[src/rtl/boot_loader_if.sv]
// Boot loader bus: host-side byte stream and program control in, memory write port and status out.
//   prog_i       level: rising edge starts a load, low aborts/re-arms
//   rx_dv_i      one-cycle strobe qualifying rx_byte_i
//   rx_byte_i    received byte
//   we_o         memory write strobe, one cycle per word
//   addr_o       memory word address
//   wdata_o      memory write data
//   prog_rst_no  active-low system reset, low while loading
//   done_o       load finished (normally or by error)
//   err_o        sticky error (timeout, overflow, abort)
//   word_cnt_o   words written in the current load
interface boot_loader_if #(
    parameter int unsigned DW = 32,
    parameter int unsigned AW = 12
);
    logic          prog_i;
    logic          rx_dv_i;
    logic [7:0]    rx_byte_i;
    logic          we_o;
    logic [AW-1:0] addr_o;
    logic [DW-1:0] wdata_o;
    logic          prog_rst_no;
    logic          done_o;
    logic          err_o;
    logic [AW:0]   word_cnt_o;

    // Host / byte-source side
    modport master (
        output prog_i, rx_dv_i, rx_byte_i,
        input  we_o, addr_o, wdata_o, prog_rst_no, done_o, err_o, word_cnt_o
    );

    // Loader side
    modport slave (
        input  prog_i, rx_dv_i, rx_byte_i,
        output we_o, addr_o, wdata_o, prog_rst_no, done_o, err_o, word_cnt_o
    );
endinterface

[src/rtl/boot_loader.sv]
// Boot loader: assembles little-endian words from a byte stream and writes them to
// consecutive memory addresses until a terminator word, timeout, overflow or abort.
//   clk_i   single clock, rising edge
//   rst_i   asynchronous active-high reset
//   bus     boot_loader_if.slave (byte stream in, memory write port and status out)
module boot_loader #(
    parameter int unsigned   DW       = 32,
    parameter int unsigned   AW       = 12,
    parameter logic [DW-1:0] END_WORD = DW'('h0000_0FFF),
    parameter int unsigned   TIMEOUT  = 100000
) (
    input  logic         clk_i,
    input  logic         rst_i,
    boot_loader_if.slave bus
);

    localparam int unsigned NB = DW / 8;
    localparam int unsigned KW = (NB > 1) ? $clog2(NB) : 1;
    localparam int unsigned IW = $clog2(TIMEOUT + 1);

    localparam logic [KW-1:0] K_LAST    = KW'(NB - 1);
    localparam logic [IW-1:0] IDLE_LAST = IW'(TIMEOUT - 1);
    localparam logic [AW-1:0] PTR_LAST  = '1;

    typedef enum logic [1:0] {
        S_IDLE,
        S_RECV,
        S_WRITE,
        S_DONE
    } state_t;

    state_t        state_q, state_d;
    logic          prog_q, prog_d;
    logic          armed_q, armed_d;
    logic [KW-1:0] k_q, k_d;
    logic [DW-1:0] asm_q, asm_d;
    logic [IW-1:0] idle_q, idle_d;
    logic          we_q, we_d;
    logic [AW-1:0] addr_q, addr_d;
    logic [DW-1:0] wdata_q, wdata_d;
    logic          prst_n_q, prst_n_d;
    logic          done_q, done_d;
    logic          err_q, err_d;
    logic [AW:0]   cnt_q, cnt_d;
    logic [DW-1:0] ins_word;

    // Assembly register with the current byte dropped into lane k
    always_comb begin
        ins_word = asm_q;
        for (int unsigned i = 0; i < NB; i++) begin
            if (k_q == KW'(i)) begin
                ins_word[8*i +: 8] = bus.rx_byte_i;
            end
        end
    end

    // Next-state and registered-output logic
    always_comb begin
        state_d  = state_q;
        prog_d   = bus.prog_i;
        // A low level must be seen after reset/load before a rising edge counts
        armed_d  = armed_q | ~bus.prog_i;
        k_d      = k_q;
        asm_d    = asm_q;
        idle_d   = idle_q;
        we_d     = 1'b0;
        addr_d   = addr_q;
        wdata_d  = wdata_q;
        prst_n_d = prst_n_q;
        done_d   = done_q;
        err_d    = err_q;
        cnt_d    = cnt_q;

        unique case (state_q)
            S_IDLE: begin
                prst_n_d = 1'b1;
                if (bus.prog_i && !prog_q && armed_q) begin
                    state_d  = S_RECV;
                    armed_d  = 1'b0;
                    k_d      = '0;
                    idle_d   = '0;
                    cnt_d    = '0;
                    err_d    = 1'b0;
                    done_d   = 1'b0;
                    prst_n_d = 1'b0;
                end
            end

            S_RECV: begin
                if (!bus.prog_i) begin
                    state_d  = S_IDLE;
                    err_d    = 1'b1;
                    prst_n_d = 1'b1;
                    k_d      = '0;
                end else if (bus.rx_dv_i) begin
                    asm_d  = ins_word;
                    idle_d = '0;
                    if (k_q == K_LAST) begin
                        // Write strobe is issued on this edge so it is high during WRITE
                        k_d     = '0;
                        state_d = S_WRITE;
                        if (ins_word != END_WORD) begin
                            we_d    = 1'b1;
                            addr_d  = cnt_q[AW-1:0];
                            wdata_d = ins_word;
                        end
                    end else begin
                        k_d = k_q + KW'(1);
                    end
                end else if (k_q != '0) begin
                    if (idle_q == IDLE_LAST) begin
                        state_d  = S_DONE;
                        done_d   = 1'b1;
                        err_d    = 1'b1;
                        prst_n_d = 1'b1;
                        k_d      = '0;
                        idle_d   = '0;
                    end else begin
                        idle_d = idle_q + IW'(1);
                    end
                end
            end

            S_WRITE: begin
                // we_q low here means the word was the terminator
                idle_d = '0;
                if (we_q) begin
                    cnt_d = cnt_q + (AW+1)'(1);
                end
                if (!bus.prog_i) begin
                    state_d  = S_IDLE;
                    err_d    = 1'b1;
                    prst_n_d = 1'b1;
                end else if (!we_q) begin
                    state_d  = S_DONE;
                    done_d   = 1'b1;
                    prst_n_d = 1'b1;
                end else if (cnt_q[AW-1:0] == PTR_LAST) begin
                    state_d  = S_DONE;
                    done_d   = 1'b1;
                    err_d    = 1'b1;
                    prst_n_d = 1'b1;
                end else begin
                    state_d = S_RECV;
                    if (bus.rx_dv_i) begin
                        asm_d[7:0] = bus.rx_byte_i;
                        k_d        = KW'(1);
                    end
                end
            end

            S_DONE: begin
                prst_n_d = 1'b1;
                done_d   = 1'b1;
                if (!bus.prog_i) begin
                    state_d = S_IDLE;
                    done_d  = 1'b0;
                end
            end

            default: state_d = S_IDLE;
        endcase
    end

    // State and output registers
    always_ff @(posedge clk_i or posedge rst_i) begin
        if (rst_i) begin
            state_q  <= S_IDLE;
            prog_q   <= 1'b0;
            armed_q  <= 1'b0;
            k_q      <= '0;
            asm_q    <= '0;
            idle_q   <= '0;
            we_q     <= 1'b0;
            addr_q   <= '0;
            wdata_q  <= '0;
            prst_n_q <= 1'b1;
            done_q   <= 1'b0;
            err_q    <= 1'b0;
            cnt_q    <= '0;
        end else begin
            state_q  <= state_d;
            prog_q   <= prog_d;
            armed_q  <= armed_d;
            k_q      <= k_d;
            asm_q    <= asm_d;
            idle_q   <= idle_d;
            we_q     <= we_d;
            addr_q   <= addr_d;
            wdata_q  <= wdata_d;
            prst_n_q <= prst_n_d;
            done_q   <= done_d;
            err_q    <= err_d;
            cnt_q    <= cnt_d;
        end
    end

    assign bus.we_o        = we_q;
    assign bus.addr_o      = addr_q;
    assign bus.wdata_o     = wdata_q;
    assign bus.prog_rst_no = prst_n_q;
    assign bus.done_o      = done_q;
    assign bus.err_o       = err_q;
    assign bus.word_cnt_o  = cnt_q;

endmodule
[src/flat_wrapper.sv]
// flat-port wrapper written by rule: the top's interface ports become plain ports
module boot_loader_flat 
#(
    parameter int unsigned   DW       = 32,
    parameter int unsigned   AW       = 12,
    parameter logic [DW-1:0] END_WORD = DW'('h0000_0FFF),
    parameter int unsigned   TIMEOUT  = 100000
)
  (clk_i, rst_i, bus_prog_i, bus_rx_dv_i, bus_rx_byte_i, bus_we_o, bus_addr_o, bus_wdata_o, bus_prog_rst_no, bus_done_o, bus_err_o, bus_word_cnt_o);
  boot_loader_if #(.DW(DW), .AW(AW)) bus_i ();
  input  logic clk_i;
  input  logic rst_i;
  input wire logic [$bits(bus_i.prog_i)-1:0] bus_prog_i;
  input wire logic [$bits(bus_i.rx_dv_i)-1:0] bus_rx_dv_i;
  input wire logic [$bits(bus_i.rx_byte_i)-1:0] bus_rx_byte_i;
  output wire logic [$bits(bus_i.we_o)-1:0] bus_we_o;
  output wire logic [$bits(bus_i.addr_o)-1:0] bus_addr_o;
  output wire logic [$bits(bus_i.wdata_o)-1:0] bus_wdata_o;
  output wire logic [$bits(bus_i.prog_rst_no)-1:0] bus_prog_rst_no;
  output wire logic [$bits(bus_i.done_o)-1:0] bus_done_o;
  output wire logic [$bits(bus_i.err_o)-1:0] bus_err_o;
  output wire logic [$bits(bus_i.word_cnt_o)-1:0] bus_word_cnt_o;
  assign bus_i.prog_i = bus_prog_i;
  assign bus_i.rx_dv_i = bus_rx_dv_i;
  assign bus_i.rx_byte_i = bus_rx_byte_i;
  assign bus_we_o = bus_i.we_o;
  assign bus_addr_o = bus_i.addr_o;
  assign bus_wdata_o = bus_i.wdata_o;
  assign bus_prog_rst_no = bus_i.prog_rst_no;
  assign bus_done_o = bus_i.done_o;
  assign bus_err_o = bus_i.err_o;
  assign bus_word_cnt_o = bus_i.word_cnt_o;
  boot_loader #(.DW(DW), .AW(AW), .END_WORD(END_WORD), .TIMEOUT(TIMEOUT)) u_core (.clk_i(clk_i), .rst_i(rst_i), .bus(bus_i));
endmodule
[config.mk]
export PLATFORM = sky130hd
export DESIGN_NAME = boot_loader_flat
export DESIGN_NICKNAME = d
export VERILOG_FILES = /design/src/rtl/boot_loader_if.sv /design/src/rtl/boot_loader.sv /design/src/flat_wrapper.sv
export SDC_FILE = /design/constraint.sdc
export NUM_CORES = 1
export LEC_CHECK = 0
export BUFFER_PORTS_ARGS = -buffer_cell sky130_fd_sc_hd__buf_2
export CORE_ASPECT_RATIO = 1.1
export CORE_MARGIN = 3
export CORE_UTILIZATION = 35
export CTS_BUF_LIST = sky130_fd_sc_hd__clkbuf_8
export CTS_CLUSTER_DIAMETER = 150
export DETAILED_ROUTE_END_ITERATION = 6
export PLACE_DENSITY_LB_ADDON = 0.05
export SLEW_MARGIN = 5
export SYNTH_ARGS = -nofsm -noshare
export SYNTH_HDL_FRONTEND = slang
export SYNTH_SLANG_ARGS = --single-unit
[constraint.sdc]
create_clock -name clk_i -period 4.17 [get_ports clk_i]
set_input_delay 0.417 -clock clk_i [delete_from_list [all_inputs] [get_ports clk_i]]
set_output_delay 0.417 -clock clk_i [all_outputs]
set_load 0.02 [all_outputs]
==> summary.md <==
| Metric | Value |
|---|---|
| Run status | completed |
| Peak supply drop | around 0.00019 V |
| Slew margin rel. | 32.04% |
| FF-to-FF Start | u_core.k_q[1]$_DFFE_PP0P_ |
| Hold buffer count at cts | 0 |
| Worst-skew pair later-pin latency | between 0.4 and 0.5 ns |
| Final HPWL DP | 9113 um |
| Final nets | between 600 and 700 |
| Commonest non-fill, non-tap cell in the layout | dfrtp_1 |
| Hold WC Path Type | input pin to async pin |
| CTS resizes | 0 |
| Synth cell types | 53 |
| Routed vias/inst | 5.100 |
| Largest net degree at the start of global routing | 80 |
| Drt drc | 0 |
| Arrival time at the worst endpoint | 3.45 ns |
| Die area | 0.01805 sq mm |
| Starting Density | between 30% and 40% |
| First-pass GRT wire length | roughly 22,000 um |
| Crit-path slowest cell | ha_1 |
| Post-CTS setup repair buffer count | 0 |
| Drt first pass iters | 4 |
| Clock Skews | approximately 0.010 ns |
| Fillers | 1,521 |
| Post-layout min period | between 3 and 4 ns |
| # diodes | 0 |
| Top FF cell, synth | dfrtp_1 |
| H-tree levels | 4 |
| Least-Margin Pin Slew | between 1 and 1.5 ns |
| Reg clk slew, reported paths | roughly 0.07 ns |
| # rows | 48 |
| Slew Viols, Final | 0 |
| Final setup viols | 0 |
| CP max stage delay | 0.60 ns |
| Max Clock Freq | between 300 and 400 MHz |
| Setup TNS | 0 ns |
| CP Class | flip-flop to flip-flop |
| WP buf/inv | 2 |
| Die Height | 140.6 um |
| Drt wl/cell | ~17 um |
| # IOs | 73 |
| Sequential cell area fraction in the yosys report | around half |
| Critical Path RT | 4.49 ns |
| Final hold vios | 0 |
| Post-synthesis async set-or-reset flop share | 100.0% |
| Met3 routed WL | about 600 um |
| Pwr Density | 490.4 mW/mm^2 |
| Initial DRC Count | roughly 180 |
| Max FO, Critical Path | 31 |
| Layout Utilization | between 40% and 50% |
| Most frequent cells in the layout | dfrtp_1 (115), buf_2 (72), mux2_2 (54) |
| EDFF count, synth | 0 |
| Total grt overflow | 0 |
| Met2 routed WL | approximately 6300 um |
| CTS buffer count | 17 |
| Remaining antenna violation count | 0 |
| Layout area overhead | 16.47% |
| CORE AREA | approximately 0.016 sq mm |
| Syn_area_per_cell | 11.30 sq um |
| Reg2Reg Depth | 8 |
| Top Metal Used | met4 |
| GP Congestion | a little under 0.8 |
| Metal-1 WL | 6460 um |
| FF+latch area | approximately 0.0029 sq mm |
| CP startpoint kind | flip-flop |
| Die X | about 130 um |
| RSZ-0062 raised after global routing | false |
| # clock sinks | about 120 |
| Clock tree buffer depth | 2 |
| Number of synthesized register bits | around 120 |
| Worst reg2reg setup slack | ~1.0 ns |
| Vias in the first global route | approximately 4,000 |
| MaxCap Viol Count | 0 |
| Global Route Usage Sum | between 10% and 20% |
| Mapped cell area | 0.005766 sq mm |
| CP top delay family | multiplexers |
| Syn_nets | approximately 530 |
| Crit. Startpoint | u_core.k_q[1]$_DFFE_PP0P_ |
| # port buffers | between 70 and 80 |
| Clock Tree Root | clkbuf_8 |
| Via count | approximately 4,000 |
| Initial antenna violation count | 0 |
| Total of warnings raised by yosys | 0 |
| Share of layout cells above drive strength 1 | between 30% and 40% |
| Most used cell, CP | mux2_2 |
| WL final | 13,580 um |
| Multi-input logic area | approximately 0.0027 sq mm |
| TritonCTS clock tree | done |
| Nature of the critical path endpoint | flip-flop |
| Static Leakage | 3.305 nW |
| Final Total Pwr | ~3.3 mW |
| Reg-to-Reg End | u_core.bus.addr_o[7]$_DFFE_PP0P_ |
| Fin crit share | around 75% |
| Synth Instances | 510 |
| Worst-path cell chain | inv_1 > ha_1 > mux2_2 > a21oi_1 > nor3_2 > a21oi_4 > buf_12 > mux2_2 |
[Yosys cell counts (5+ instances only)]
cell / count / area share (%)
nor2_1: 38 / 2.5
a21oi_1: 9 / 0.78
nor4_1: 6 / 0.65
inv_1: 19 / 1.2
xnor2_1: 10 / 1.5
clkbuf_1: 18 / 1.2
xor2_1: 10 / 1.5
nand2_1: 53 / 3.5
nand3_1: 12 / 1.0
nand3b_1: 5 / 0.65
mux2_4: 29 / 7.6
dfrtp_1: 115 / 50
nor3b_1: 5 / 0.65
and4_1: 5 / 0.76
nand4_1: 5 / 0.54
mux2i_1: 5 / 0.87
and3_1: 9 / 0.98
o21ai_0: 26 / 2.3
buf_2: 5 / 0.43
mux2_2: 54 / 11
nor3_1: 10 / 0.87
ha_1: 12 / 2.6
[worst max path at each step]
stage,end,slack [ns],cells past startpoint
2_1_floorplan,u_core.armed_q$_DFF_PP0_,0.68,1
3_3_place_gp,u_core.bus.addr_o[3]$_DFFE_PP0P_,1.11,8
3_5_place_dp,u_core.bus.addr_o[6]$_DFFE_PP0P_,1.04,8
4_1_cts,u_core.bus.addr_o[7]$_DFFE_PP0P_,1.03,8
5_1_grt,u_core.bus.addr_o[7]$_DFFE_PP0P_,0.84,8
6_report,u_core.bus.addr_o[7]$_DFFE_PP0P_,1.04,8
[power by group]
group / total, mW / switching (mW) / internal [mW] / leakage [nW]
clock network: 1.13 / 0.455 / 0.670 / 0.220
registers: 1.35 / 0.0901 / 1.26 / 1.53
logic: 0.819 / 0.466 / 0.353 / 1.56
total: 3.29 / 1.01 / 2.28 / 3.30
[per-stage QoR]
step | instance area [sq um] | hold slack [ns] | setup WS [ns] | instances
final | 6715 | 0.2285 | 1.044 | 790
after detailed placement | 6291 | 0.4609 | 1.042 | 759
after floorplan | 5766 | 0.4378 | 0.6822 | 510
after global routing | 6715 | 0.2363 | 0.8391 | 790
after CTS | 6715 | 0.2213 | 1.027 | 790
after global placement | 6291 | 0.4562 | 1.108 | 759
[worst register-to-register path, delay by kind of cell (launching register included)]
| family | cells | cell delay, ns |
|---|---|---|
| muxes | 2 | 0.83 |
| AOI/OAI and AO/OA | 2 | 0.66 |
| adders and majority gates | 1 | 0.60 |
| buffers and inverters | 2 | 0.43 |
| DFF | 1 | 0.41 |
| and+or+nand+nor | 1 | 0.08 |
[sequential cells by signal (all words and copies together) (netlist names)]
signal / flops
u_core.bus.err_o: 1
u_core.idle_q: 17
u_core.bus.prog_rst_no: 1
u_core.state_q: 2
u_core.bus.done_o: 1
u_core.bus.addr_o: 12
u_core.k_q: 2
u_core.prog_q: 1
u_core.armed_q: 1
u_core.bus.word_cnt_o: 13
u_core.bus.we_o: 1
u_core.bus.wdata_o: 32
u_core.asm_q: 32
[kinds of logic after synthesis]
group	synth area share, %
adders and majority gates	2.604
and+or+nand+nor	15.34
muxes	18.97
DFF	50.37
xor gates and xnor gates	3.038
buffers and inverters	3.494
AOI/OAI and AO/OA	6.185
[cell type report]
cell class | count | share of cell area [%]
flip-flops and latches | 116 | 43.25
inverters | 19 | 1.099
repair buffers | 76 | 6.000
clock buffers | 19 | 3.894
well taps | 200 | 3.726
clock inverters | 12 | 2.422
multi-input cells | 348 | 39.61
[routing by layer]
metal / vias to the layer above / track usage [%]
met2: 95 / 24.25
li1: 1922 / -
met4: 0 / 5.587
met3: 16 / 3.979
met5: - / 0
met1: 1996 / 21.59
Note: power is estimated with default switching activity, not from simulation.
